File: src/rtl/l2_mesi_set_engine.sv
// L2 tag/MESI/LRU set engine: one processor or snoop command per IDLE->LOOK->UPD transaction.
// Optional hit/miss statistics counters are built when L2_STATS_EN is defined.
module l2_mesi_set_engine #(
    parameter int unsigned ASSOC = 8,
    parameter int unsigned SETS  = 16,
    parameter int unsigned TAG_W = 12
) (
    input  logic                     clk,
    input  logic                     rst_n,
    input  logic                     req_valid,
    output logic                     req_ready,
    input  logic [3:0]               req_cmd,
    input  logic [$clog2(SETS)-1:0]  req_index,
    input  logic [TAG_W-1:0]         req_tag,
    input  logic [1:0]               bus_snp_res,
    output logic                     rsp_valid,
    output logic                     rsp_hit,
    output logic [$clog2(ASSOC)-1:0] rsp_way,
    output logic [2:0]               rsp_busop,
    output logic [1:0]               rsp_snoop,
    output logic                     rsp_wb,
    output logic [TAG_W-1:0]         rsp_wb_tag,
    output logic [31:0]              stat_hits,
    output logic [31:0]              stat_misses
);
    localparam int unsigned WAY_W = $clog2(ASSOC);
    localparam int unsigned IDX_W = $clog2(SETS);

    typedef enum logic [1:0] {ST_IDLE, ST_LOOK, ST_UPD, ST_CLEAR} fsm_t;
    typedef enum logic [1:0] {MESI_INV, MESI_SHRD, MESI_EXCL, MESI_MOD} mesi_t;
    typedef enum logic [3:0] {
        CMD_RD_L1D   = 4'd0,
        CMD_WR_L1D   = 4'd1,
        CMD_RD_L1I   = 4'd2,
        CMD_SNP_INV  = 4'd3,
        CMD_SNP_RD   = 4'd4,
        CMD_SNP_WR   = 4'd5,
        CMD_SNP_RWIM = 4'd6,
        CMD_CLR      = 4'd8,
        CMD_DISP     = 4'd9
    } cmd_t;
    typedef enum logic [2:0] {BUS_NONE, BUS_READ, BUS_WRITE, BUS_INVALIDATE, BUS_RWIM} busop_t;
    typedef enum logic [1:0] {SNP_NOHIT, SNP_HIT, SNP_HITM} snoop_t;

    fsm_t             state;
    logic [3:0]       cmd_q;
    logic [IDX_W-1:0] idx_q;
    logic [IDX_W-1:0] clr_idx;
    logic [TAG_W-1:0] tag_r;

    logic [TAG_W-1:0] line_tag [SETS][ASSOC];
    mesi_t            line_st  [SETS][ASSOC];
    logic [WAY_W-1:0] line_lru [SETS][ASSOC];

    logic             hit;
    logic             inv_found;
    logic [WAY_W-1:0] hit_way;
    logic [WAY_W-1:0] vic_way;
    logic [WAY_W-1:0] acc_way;
    logic [WAY_W-1:0] acc_rank;
    mesi_t            cur_st;
    mesi_t            vic_st;
    logic [TAG_W-1:0] vic_tag;
    mesi_t            nxt_st;
    logic             wr_st;
    logic             is_proc;
    logic             hit_c;
    busop_t           busop_c;
    snoop_t           snoop_c;
    logic             wb_c;
    logic [TAG_W-1:0] wb_tag_c;
    logic             clr_last;

    // Tag compare and victim choice: lowest INV way first, LRU rank 0 otherwise.
    always_comb begin
        hit       = 1'b0;
        hit_way   = '0;
        inv_found = 1'b0;
        vic_way   = '0;
        for (int unsigned w = 0; w < ASSOC; w++) begin
            if (!hit && line_st[idx_q][WAY_W'(w)] != MESI_INV &&
                line_tag[idx_q][WAY_W'(w)] == tag_r) begin
                hit     = 1'b1;
                hit_way = WAY_W'(w);
            end
            if (!inv_found && line_st[idx_q][WAY_W'(w)] == MESI_INV) begin
                inv_found = 1'b1;
                vic_way   = WAY_W'(w);
            end
        end
        if (!inv_found) begin
            for (int unsigned w = 0; w < ASSOC; w++) begin
                if (line_lru[idx_q][WAY_W'(w)] == '0)
                    vic_way = WAY_W'(w);
            end
        end
    end

    assign cur_st   = line_st[idx_q][hit_way];
    assign vic_st   = line_st[idx_q][vic_way];
    assign vic_tag  = line_tag[idx_q][vic_way];
    assign acc_rank = line_lru[idx_q][acc_way];
    assign clr_last = (clr_idx == IDX_W'(SETS - 1));

    always_comb begin
        acc_way  = hit_way;
        nxt_st   = cur_st;
        wr_st    = 1'b0;
        is_proc  = 1'b0;
        hit_c    = hit;
        busop_c  = BUS_NONE;
        snoop_c  = SNP_NOHIT;
        wb_c     = 1'b0;
        wb_tag_c = '0;
        case (cmd_q)
            CMD_RD_L1D, CMD_RD_L1I: begin
                is_proc = 1'b1;
                wr_st   = 1'b1;
                if (!hit) begin
                    acc_way  = vic_way;
                    nxt_st   = (bus_snp_res == SNP_HIT || bus_snp_res == SNP_HITM) ?
                               MESI_SHRD : MESI_EXCL;
                    busop_c  = BUS_READ;
                    wb_c     = (vic_st == MESI_MOD);
                    wb_tag_c = (vic_st == MESI_MOD) ? vic_tag : '0;
                end
            end
            CMD_WR_L1D: begin
                is_proc = 1'b1;
                wr_st   = 1'b1;
                nxt_st  = MESI_MOD;
                if (hit) begin
                    busop_c = (cur_st == MESI_SHRD) ? BUS_INVALIDATE : BUS_NONE;
                end else begin
                    acc_way  = vic_way;
                    busop_c  = BUS_RWIM;
                    wb_c     = (vic_st == MESI_MOD);
                    wb_tag_c = (vic_st == MESI_MOD) ? vic_tag : '0;
                end
            end
            CMD_SNP_RD, CMD_SNP_RWIM: begin
                if (hit) begin
                    wr_st    = 1'b1;
                    nxt_st   = (cmd_q == CMD_SNP_RD) ? MESI_SHRD : MESI_INV;
                    snoop_c  = (cur_st == MESI_MOD) ? SNP_HITM : SNP_HIT;
                    wb_c     = (cur_st == MESI_MOD);
                    wb_tag_c = (cur_st == MESI_MOD) ? tag_r : '0;
                end
            end
            CMD_SNP_INV: begin
                if (hit) begin
                    wr_st   = 1'b1;
                    nxt_st  = (cur_st == MESI_SHRD) ? MESI_INV : cur_st;
                    snoop_c = SNP_HIT;
                end
            end
            CMD_SNP_WR: begin
            end
            default: hit_c = 1'b0;
        endcase
    end

    always_ff @(posedge clk or negedge rst_n) begin
        if (!rst_n) begin
            state      <= ST_IDLE;
            cmd_q      <= '0;
            idx_q      <= '0;
            clr_idx    <= '0;
            tag_r      <= '0;
            req_ready  <= 1'b1;
            rsp_valid  <= 1'b0;
            rsp_hit    <= 1'b0;
            rsp_way    <= '0;
            rsp_busop  <= '0;
            rsp_snoop  <= '0;
            rsp_wb     <= 1'b0;
            rsp_wb_tag <= '0;
            for (int unsigned s = 0; s < SETS; s++) begin
                for (int unsigned w = 0; w < ASSOC; w++) begin
                    line_tag[IDX_W'(s)][WAY_W'(w)] <= '0;
                    line_st[IDX_W'(s)][WAY_W'(w)]  <= MESI_INV;
                    line_lru[IDX_W'(s)][WAY_W'(w)] <= WAY_W'(w);
                end
            end
        end else begin
            rsp_valid <= 1'b0;
            case (state)
                ST_IDLE: begin
                    if (req_valid) begin
                        cmd_q     <= req_cmd;
                        idx_q     <= req_index;
                        tag_r     <= req_tag;
                        req_ready <= 1'b0;
                        clr_idx   <= '0;
                        state     <= (req_cmd == CMD_CLR) ? ST_CLEAR : ST_LOOK;
                    end
                end
                // Array update is committed on the edge into UPD so the response and
                // the new set contents become visible together.
                ST_LOOK: begin
                    state      <= ST_UPD;
                    rsp_valid  <= 1'b1;
                    rsp_hit    <= hit_c;
                    rsp_way    <= acc_way;
                    rsp_busop  <= busop_c;
                    rsp_snoop  <= snoop_c;
                    rsp_wb     <= wb_c;
                    rsp_wb_tag <= wb_tag_c;
                    if (wr_st)
                        line_st[idx_q][acc_way] <= nxt_st;
                    if (is_proc && !hit)
                        line_tag[idx_q][acc_way] <= tag_r;
                    if (is_proc) begin
                        for (int unsigned w = 0; w < ASSOC; w++) begin
                            if (WAY_W'(w) == acc_way)
                                line_lru[idx_q][WAY_W'(w)] <= WAY_W'(ASSOC - 1);
                            else if (line_lru[idx_q][WAY_W'(w)] > acc_rank)
                                line_lru[idx_q][WAY_W'(w)] <= line_lru[idx_q][WAY_W'(w)] - 1'b1;
                        end
                    end
                end
                ST_UPD: begin
                    state     <= ST_IDLE;
                    req_ready <= 1'b1;
                end
                ST_CLEAR: begin
                    for (int unsigned w = 0; w < ASSOC; w++) begin
                        line_st[clr_idx][WAY_W'(w)]  <= MESI_INV;
                        line_lru[clr_idx][WAY_W'(w)] <= WAY_W'(w);
                    end
                    clr_idx <= clr_idx + 1'b1;
                    if (clr_last) begin
                        state      <= ST_UPD;
                        rsp_valid  <= 1'b1;
                        rsp_hit    <= 1'b0;
                        rsp_way    <= '0;
                        rsp_busop  <= BUS_NONE;
                        rsp_snoop  <= SNP_NOHIT;
                        rsp_wb     <= 1'b0;
                        rsp_wb_tag <= '0;
                    end
                end
                default: begin
                    state     <= ST_IDLE;
                    req_ready <= 1'b1;
                end
            endcase
        end
    end

`ifdef L2_STATS_EN
    logic [31:0] hits_q;
    logic [31:0] misses_q;

    always_ff @(posedge clk or negedge rst_n) begin
        if (!rst_n) begin
            hits_q   <= '0;
            misses_q <= '0;
        end else if (state == ST_CLEAR && clr_last) begin
            hits_q   <= '0;
            misses_q <= '0;
        end else if (state == ST_LOOK && is_proc) begin
            if (hit) begin
                if (hits_q != '1)
                    hits_q <= hits_q + 1'b1;
            end else begin
                if (misses_q != '1)
                    misses_q <= misses_q + 1'b1;
            end
        end
    end

    assign stat_hits   = hits_q;
    assign stat_misses = misses_q;
`else
    assign stat_hits   = '0;
    assign stat_misses = '0;
`endif

endmodule
File: config.mk
export PLATFORM = sky130hd
export DESIGN_NAME = l2_mesi_set_engine
export DESIGN_NICKNAME = d
export VERILOG_FILES = /design/src/rtl/l2_mesi_set_engine.sv
export SDC_FILE = /design/constraint.sdc
export NUM_CORES = 2
export LEC_CHECK = 0
export BUFFER_PORTS_ARGS = -buffer_cell sky130_fd_sc_hd__buf_2
export CAP_MARGIN = 20
export CORE_UTILIZATION = 64
export CTS_CLUSTER_DIAMETER = 40
export DETAILED_ROUTE_END_ITERATION = 7
export PLACE_DENSITY = 0.81
export SLEW_MARGIN = 40
export SYNTH_ARGS = -nofsm -noshare
export SYNTH_HDL_FRONTEND = slang
export SYNTH_SLANG_ARGS = --single-unit
export TNS_END_PERCENT = 30
File: constraint.sdc
create_clock -name clk -period 12.6 [get_ports clk]
set_input_delay 2.52 -clock clk [delete_from_list [all_inputs] [get_ports clk]]
set_output_delay 2.52 -clock clk [all_outputs]
set_load 0.01 [all_outputs]
# == Yosys cells after proc, flatten, opt, wreduce, memory -nomap -nowiden ==
# Cells that the tools add are included.
# op_classes
add_sub_neg,9
n_lt_le_gt_ge,16
n_eq_ne,35
muxes,209
n_bitwise,50
n_reduce_logical,85
# ops
op,n
2-to-1 mux 384 bit,31
OR 384 bit,9
bitwise mux 384 bit,8
bitwise AND 256 bit,11
NOT 256 bit,11
bitwise mux 1536 bit,1
demux 24 bit (select 4 bit),16
OR 256 bit,3
one-hot mux 384 bit (2 select lines),1
demux 16 bit (select 4 bit),9
one-hot mux 256 bit (2 select lines),1
bitwise AND 128 bit,3
bitwise AND 384 bit,1
binary-select mux 96 bit (select 4 bit),1
demux 96 bit (select 4 bit),1
NOT 128 bit,3
NOT 384 bit,1
OR 128 bit,3
2-to-1 mux 96 bit,3
bitwise mux 256 bit,1
2-to-1 mux 256 bit,1
2-to-1 mux 12 bit,11
binary-select mux 24 bit (select 4 bit),1
== test 12 bit,8
other kinds (56),265
# totals
reg_bits,2226

# == Depth between registers and ports, before layout ==
# logic_depth
depth_word,82
depth_mapped,42
mapped_depth_nobuf,27

# == Least setup slack after synthesis ==
# OpenSTA, ideal clock, no wires.
# synth_path
path_type,reg2reg
from,register idx_q[0]
to,register line_lru[372] in the netlist's numbering
setup_ns,0.073
t_arrival_ns,8.873
path_slack_ns,3.654
path_stages_with_launch,39
cell_sequence,dfrtp_1 > buf_4 > buf_4 > buf_4 > buf_4 > buf_4 > buf_4 > buf_2 > buf_2 > buf_2 > buf_2 > buf_2 > buf_2 > buf_2 > mux4_2 > mux4_2 > inv_1 > ha_1 > [... 3 more ...] > a32o_1 > nor4_2 > nor2_1 > buf_2 > buf_1 > a211oi_1 > a21oi_1 > a21oi_1 > ha_1 > nor3b_1 > a22o_1 > a41oi_1 > nand3_1 > o21ai_1 > buf_4 > or2b_1 > mux2i_1 > a21oi_1
# synth_between
elab_chain_len,82
elab_cells_between_ends,207
classes_between,add/sub (8); order compare (10); eq/ne (15); mux (102); bitwise (10); reduce/logical (62)
# synth_lines
element,line_no,source
start: declaration,47,logic [IDX_W-1:0] idx_q;
start signal: assignment,191,idx_q <= req_index;
NOT 4 -> 5 bit (not written as such) (*),-,
binary-select mux 16 bit (select 4 bit),"81, 86",
2-to-1 mux 16 bit (not written as such) (2 in a row),"81, 86",
zero test 2 bit,86,if (!inv_found && line_st[idx_q][WAY_W'(w)] == MESI_INV) begin
2-to-1 mux 1 bit,86,
zero test 1 bit,86,
logical AND 1 bit,86,
2-to-1 mux 1 bit,86,
[... 65 more ...],-,
2-to-1 mux 384 bit,215,if (WAY_W'(w) == acc_way)
2-to-1 mux 384 bit,213,if (is_proc) begin
2-to-1 mux 384 bit,187,case (state)
bitwise mux 384 bit,218,line_lru[idx_q][WAY_W'(w)] <= line_lru[idx_q][WAY_W'(w)] - 1'b1;
2-to-1 mux 384 bit,217,else if (line_lru[idx_q][WAY_W'(w)] > acc_rank)
2-to-1 mux 384 bit (*),215,
2-to-1 mux 384 bit (*),213,
one-hot mux 384 bit (2 select lines) (*),187,
end signal: indexed assignment,216,line_lru[idx_q][WAY_W'(w)] <= WAY_W'(ASSOC - 1);
end signal: indexed assignment,218,
end signal: indexed assignment,229,line_lru[clr_idx][WAY_W'(w)] <= WAY_W'(w);
end: declaration,53,logic [WAY_W-1:0] line_lru [SETS][ASSOC];
# Every way passes the cells marked *; elsewhere a longest branch is shown, timed or not. The select of a mux whose other input is x is not followed.
# A chain may end at the register's enable or synchronous reset.

# == Worst setup path in the final report ==
# Ends and elaborated chain as after synthesis.

==> metrics.md <==
| Metric | Value |
|---|---|
| Clock Path Buffers | `4` |
| Worst Hold Launch | `rsp_busop[1]` |
| # port buffers | `48` |
| DP Worst Slack | `roughly 2.9 ns` |
| Placed cell area | `0.114 mm^2` |
| I/O pins | `113` |
| Final critical-path required period | `10.28 ns` |
| CP peak stage delay | `0.78 ns` |
| Vias in the first global route | `89,300` |
| Width of the die | `420 um` |
| Final hold vios | `0` |
| Crit share post-route | `~82%` |
| Final hold slack | `0.471 ns` |
| Iter 0 DRT Violations | `about 13,000` |
| TNS Setup | `0 ns` |
| Worst R2R Path Depth | `26` |
| Util after Layout | `between 70% and 80%` |
| CP Launch Type | `register` |
| Number of flops mapped to enable cells by yosys | `0` |
| Final WL | `413,000 um` |
| Crit path max fanout | `61` |
| Mapped Cells | `9,677` |
| Power density over cell area | `258 mW/mm^2` |
| Post-CTS Hold Buffers | `0` |
| CTS tree | `built` |
| Clk_skew | `0.0949 ns` |
| Peak supply drop | `0.233 mV` |
| Worst Slack Setup Final | `2.32 ns` |
| Slowest stage cell, crit path | `dfrtp_4` |
| Mean Syn Cell Area | `11.5 um^2` |
| Status | `finished, violations left` |
| Setup CP Type | `register to register` |
| Gpl congestion | `1.02` |
| FF+latch count, synth | `around 2,200` |
| CTS Sinks | `about 2,200` |
| Hold path depth | `2` |
| Post-CTS setup buffer count | `0` |
| Post-CTS sizing | `0` |
| # rows | `152` |
| Worst Hold Class | `register to register` |
| Total track usage | `47.3%` |
| Sum of buffers and inverters on the critical path | `3` |
| H-tree depth | `5` |
| Critical path capture point type | `register` |
| Max Freq | `0.0973 GHz` |
| Grt total ovfl | `0` |
| Hold Path End | `rsp_busop[1]` |
| Hpwl dp | `~260,000 um` |
| Slew margin rel. | `29.8%` |
| Fin cells | `~12,000` |
| Synth async-reset ratio | `100%` |
| Die ar. | `0.176 mm^2` |
| Worst Path Required | `13.45 ns` |
| Share of cells above drive strength 1 | `between 20% and 30%` |
| Worst-margin pin slew | `around 1.1 ns` |
| Initial antenna violation count | `23` |
| Post-DR vias/cell | `7.45` |
| Pre-Repair DR Iteration Count | `8` |
| Routed WL per cell | `34.4 um` |
| Placed Cells | `11,400` |
| CTS Root Cell | `clkbuf_16` |
| Final setup violation count | `0` |
| Largest net degree at the start of global routing | `156` |
| Final ANT Viol Nets | `0` |
| Vias | `89,400` |
| Die Span Y | `420 um` |
| Drc violations | `46` |
| Lkg Pwr | `55.1 nW` |
| Net count reported at finish | `9,502` |
| Worst r2r src | `idx_q[0]` |
| Crit-path leading delay family | `simple AND/OR/NAND/NOR gates` |
| Clk_lat worst skew | `around 0.97 ns` |
| Top FF cell, synth | `dfrtp_1` |
| FF-to-FF setup slack | `roughly 2.3 ns` |
| RSZ-0062 raised after global routing | `false` |
| Inserted Clock Buffers | `318` |
| Core area | `~0.17 mm^2` |
| Initial Util | `between 60% and 70%` |
| Cell area after layout | `approximately 0.12 mm^2` |
| Sequential cell area fraction in the yosys report | `50.1%` |
| Arr. time, crit path | `11.13 ns` |
| First-pass GRT wire length | `605,000 um` |
| Clock-pin slew on the worst setup and hold paths | `0.05 ns` |
| Synthesized cell area | `0.112 mm^2` |
| # Max-Cap Violations | `0` |
| Tot Pwr | `between 30 and 40 mW` |
| Synth unique cells | `107` |
| Ys Warns | `0` |
| R2R Path End | `line_lru[372]` |
| Slew Viols, Final | `0` |
| Failing checks | `design-rule violations` |
| Area delta synth->final | `11.6%` |
[worst max-delay path by stage]
stage | startpoint | end | slack (ns) | cells after the start
finish | idx_q[0] | line_lru[372] | 2.32 | 26
global route | idx_q[0] | line_lru[372] | 2.23 | 26
CTS | idx_q[0] | line_lru[372] | 2.79 | 26
detailed placement | idx_q[0] | line_lru[372] | 2.87 | 26
global placement | idx_q[1] | line_lru[215] | 2.45 | 25
floorplan | idx_q[0] | line_lru[372] | 3.65 | 38
[cell usage in the layout (no fill, tap or decap), drive strengths merged, types with 32 or more instances in the layout]
| cell | Yosys | final |
|---|---|---|
| dfrtp | 2033 | 2033 |
| o21ai | 1275 | 1275 |
| nand2 | 1272 | 1272 |
| mux2 | 1052 | 1052 |
| mux4 | 519 | 519 |
| nor2 | 400 | 400 |
| clkbuf | 633 | 392 |
| mux2i | 348 | 348 |
| buf | 309 | 320 |
| a21oi | 277 | 277 |
| dfstp | 193 | 193 |
| a22oi | 123 | 123 |
| inv | 71 | 112 |
| nand3 | 108 | 108 |
| xnor2 | 90 | 90 |
| a22o | 84 | 84 |
| a31oi | 77 | 77 |
| clkinv | 1 | 69 |
| conb | 1 | 64 |
| o22ai | 61 | 61 |
| o22a | 56 | 56 |
| a211oi | 56 | 56 |
| o31ai | 53 | 53 |
| nor3 | 52 | 52 |
| o2bb2ai | 46 | 46 |
| ha | 36 | 36 |
| a2bb2oi | 33 | 33 |
| nand2b | 32 | 32 |
| nor2b | 32 | 32 |
[kinds of logic after synthesis]
kind of cell    count (synthesis)  synth area share [%]
simple gates                 2019                  7.51
other cells                     1               0.00336
fa+ha+maj                      37                 0.413
buf+inv                      1014                  4.16
compound gates               2360                  12.8
flops                        2226                  50.1
xor+xnor                      101                 0.792
mux                          1919                  24.2
[cells in the mapped netlist (all sizes together) (30+ instances only)]
master,n,area (um^2)
nand2,1272,4780
o2bb2ai,46,403
and2,30,193
o31ai,53,398
a211oi,56,425
nand3,108,541
nand2b,32,200
a22o,84,744
o22ai,61,382
nor2,400,1510
clkbuf,633,2380
a21oi,277,1420
a2bb2oi,33,345
mux2i,348,3480
nor2b,32,200
a31oi,77,482
o211ai,30,230
dfstp,193,5070
nor3,52,285
xnor2,90,788
inv,71,267
o22a,56,490
dfrtp,2033,50900
mux2,1052,11900
mux4,519,11700
o21ai,1275,6380
buf,309,2000
ha,36,450
a22oi,123,923
[report_power, final]
group / switching (mW) / internal, mW / total (mW)
clock: 3.49 / 5.52 / 9.01
sequential: 0.876 / 8.18 / 9.06
combinational: 9.91 / 4.20 / 14.1
[tightest hold or removal path: stages (launching register included)]
cell     delay [ns]
dfrtp_1        0.34
nand2_1        0.05
nand2_1        0.05
[state kept, by name, summed over array words and instances, names as in the netlist]
| signal | cells |
|---|---|
| line_tag | 1536 |
| rsp_way | 3 |
| tag_r | 12 |
| idx_q | 4 |
| rsp_hit | 1 |
| clr_idx | 4 |
| rsp_busop | 3 |
| req_ready | 1 |
| line_lru | 384 |
| rsp_snoop | 2 |
| rsp_wb | 1 |
| line_st | 256 |
| rsp_valid | 1 |
| rsp_wb_tag | 12 |
| state | 2 |
| cmd_q | 4 |
[per-layer routing]
| metal | GRT usage [%] | share of wire [%] |
|---|---|---|
| met5 | 0.194 | 0.026 |
| met4 | 37.1 | 9.7 |
| met3 | 17.7 | 14 |
| met2 | 66.7 | 42 |
| met1 | 58.6 | 34 |
[final cells by class]
type                       instances  area (um^2)
clock buffer                     389         8760
inverter                          72          284
fill                           11000        47900
multi-input combinational       6500        52000
antenna                           17         42.5
sequential                      2226        56000
timing repair buffer             323         2790
tap                             2310         2890
clock inverter                   164         1860
Note: power is estimated with default switching activity, not from simulation.
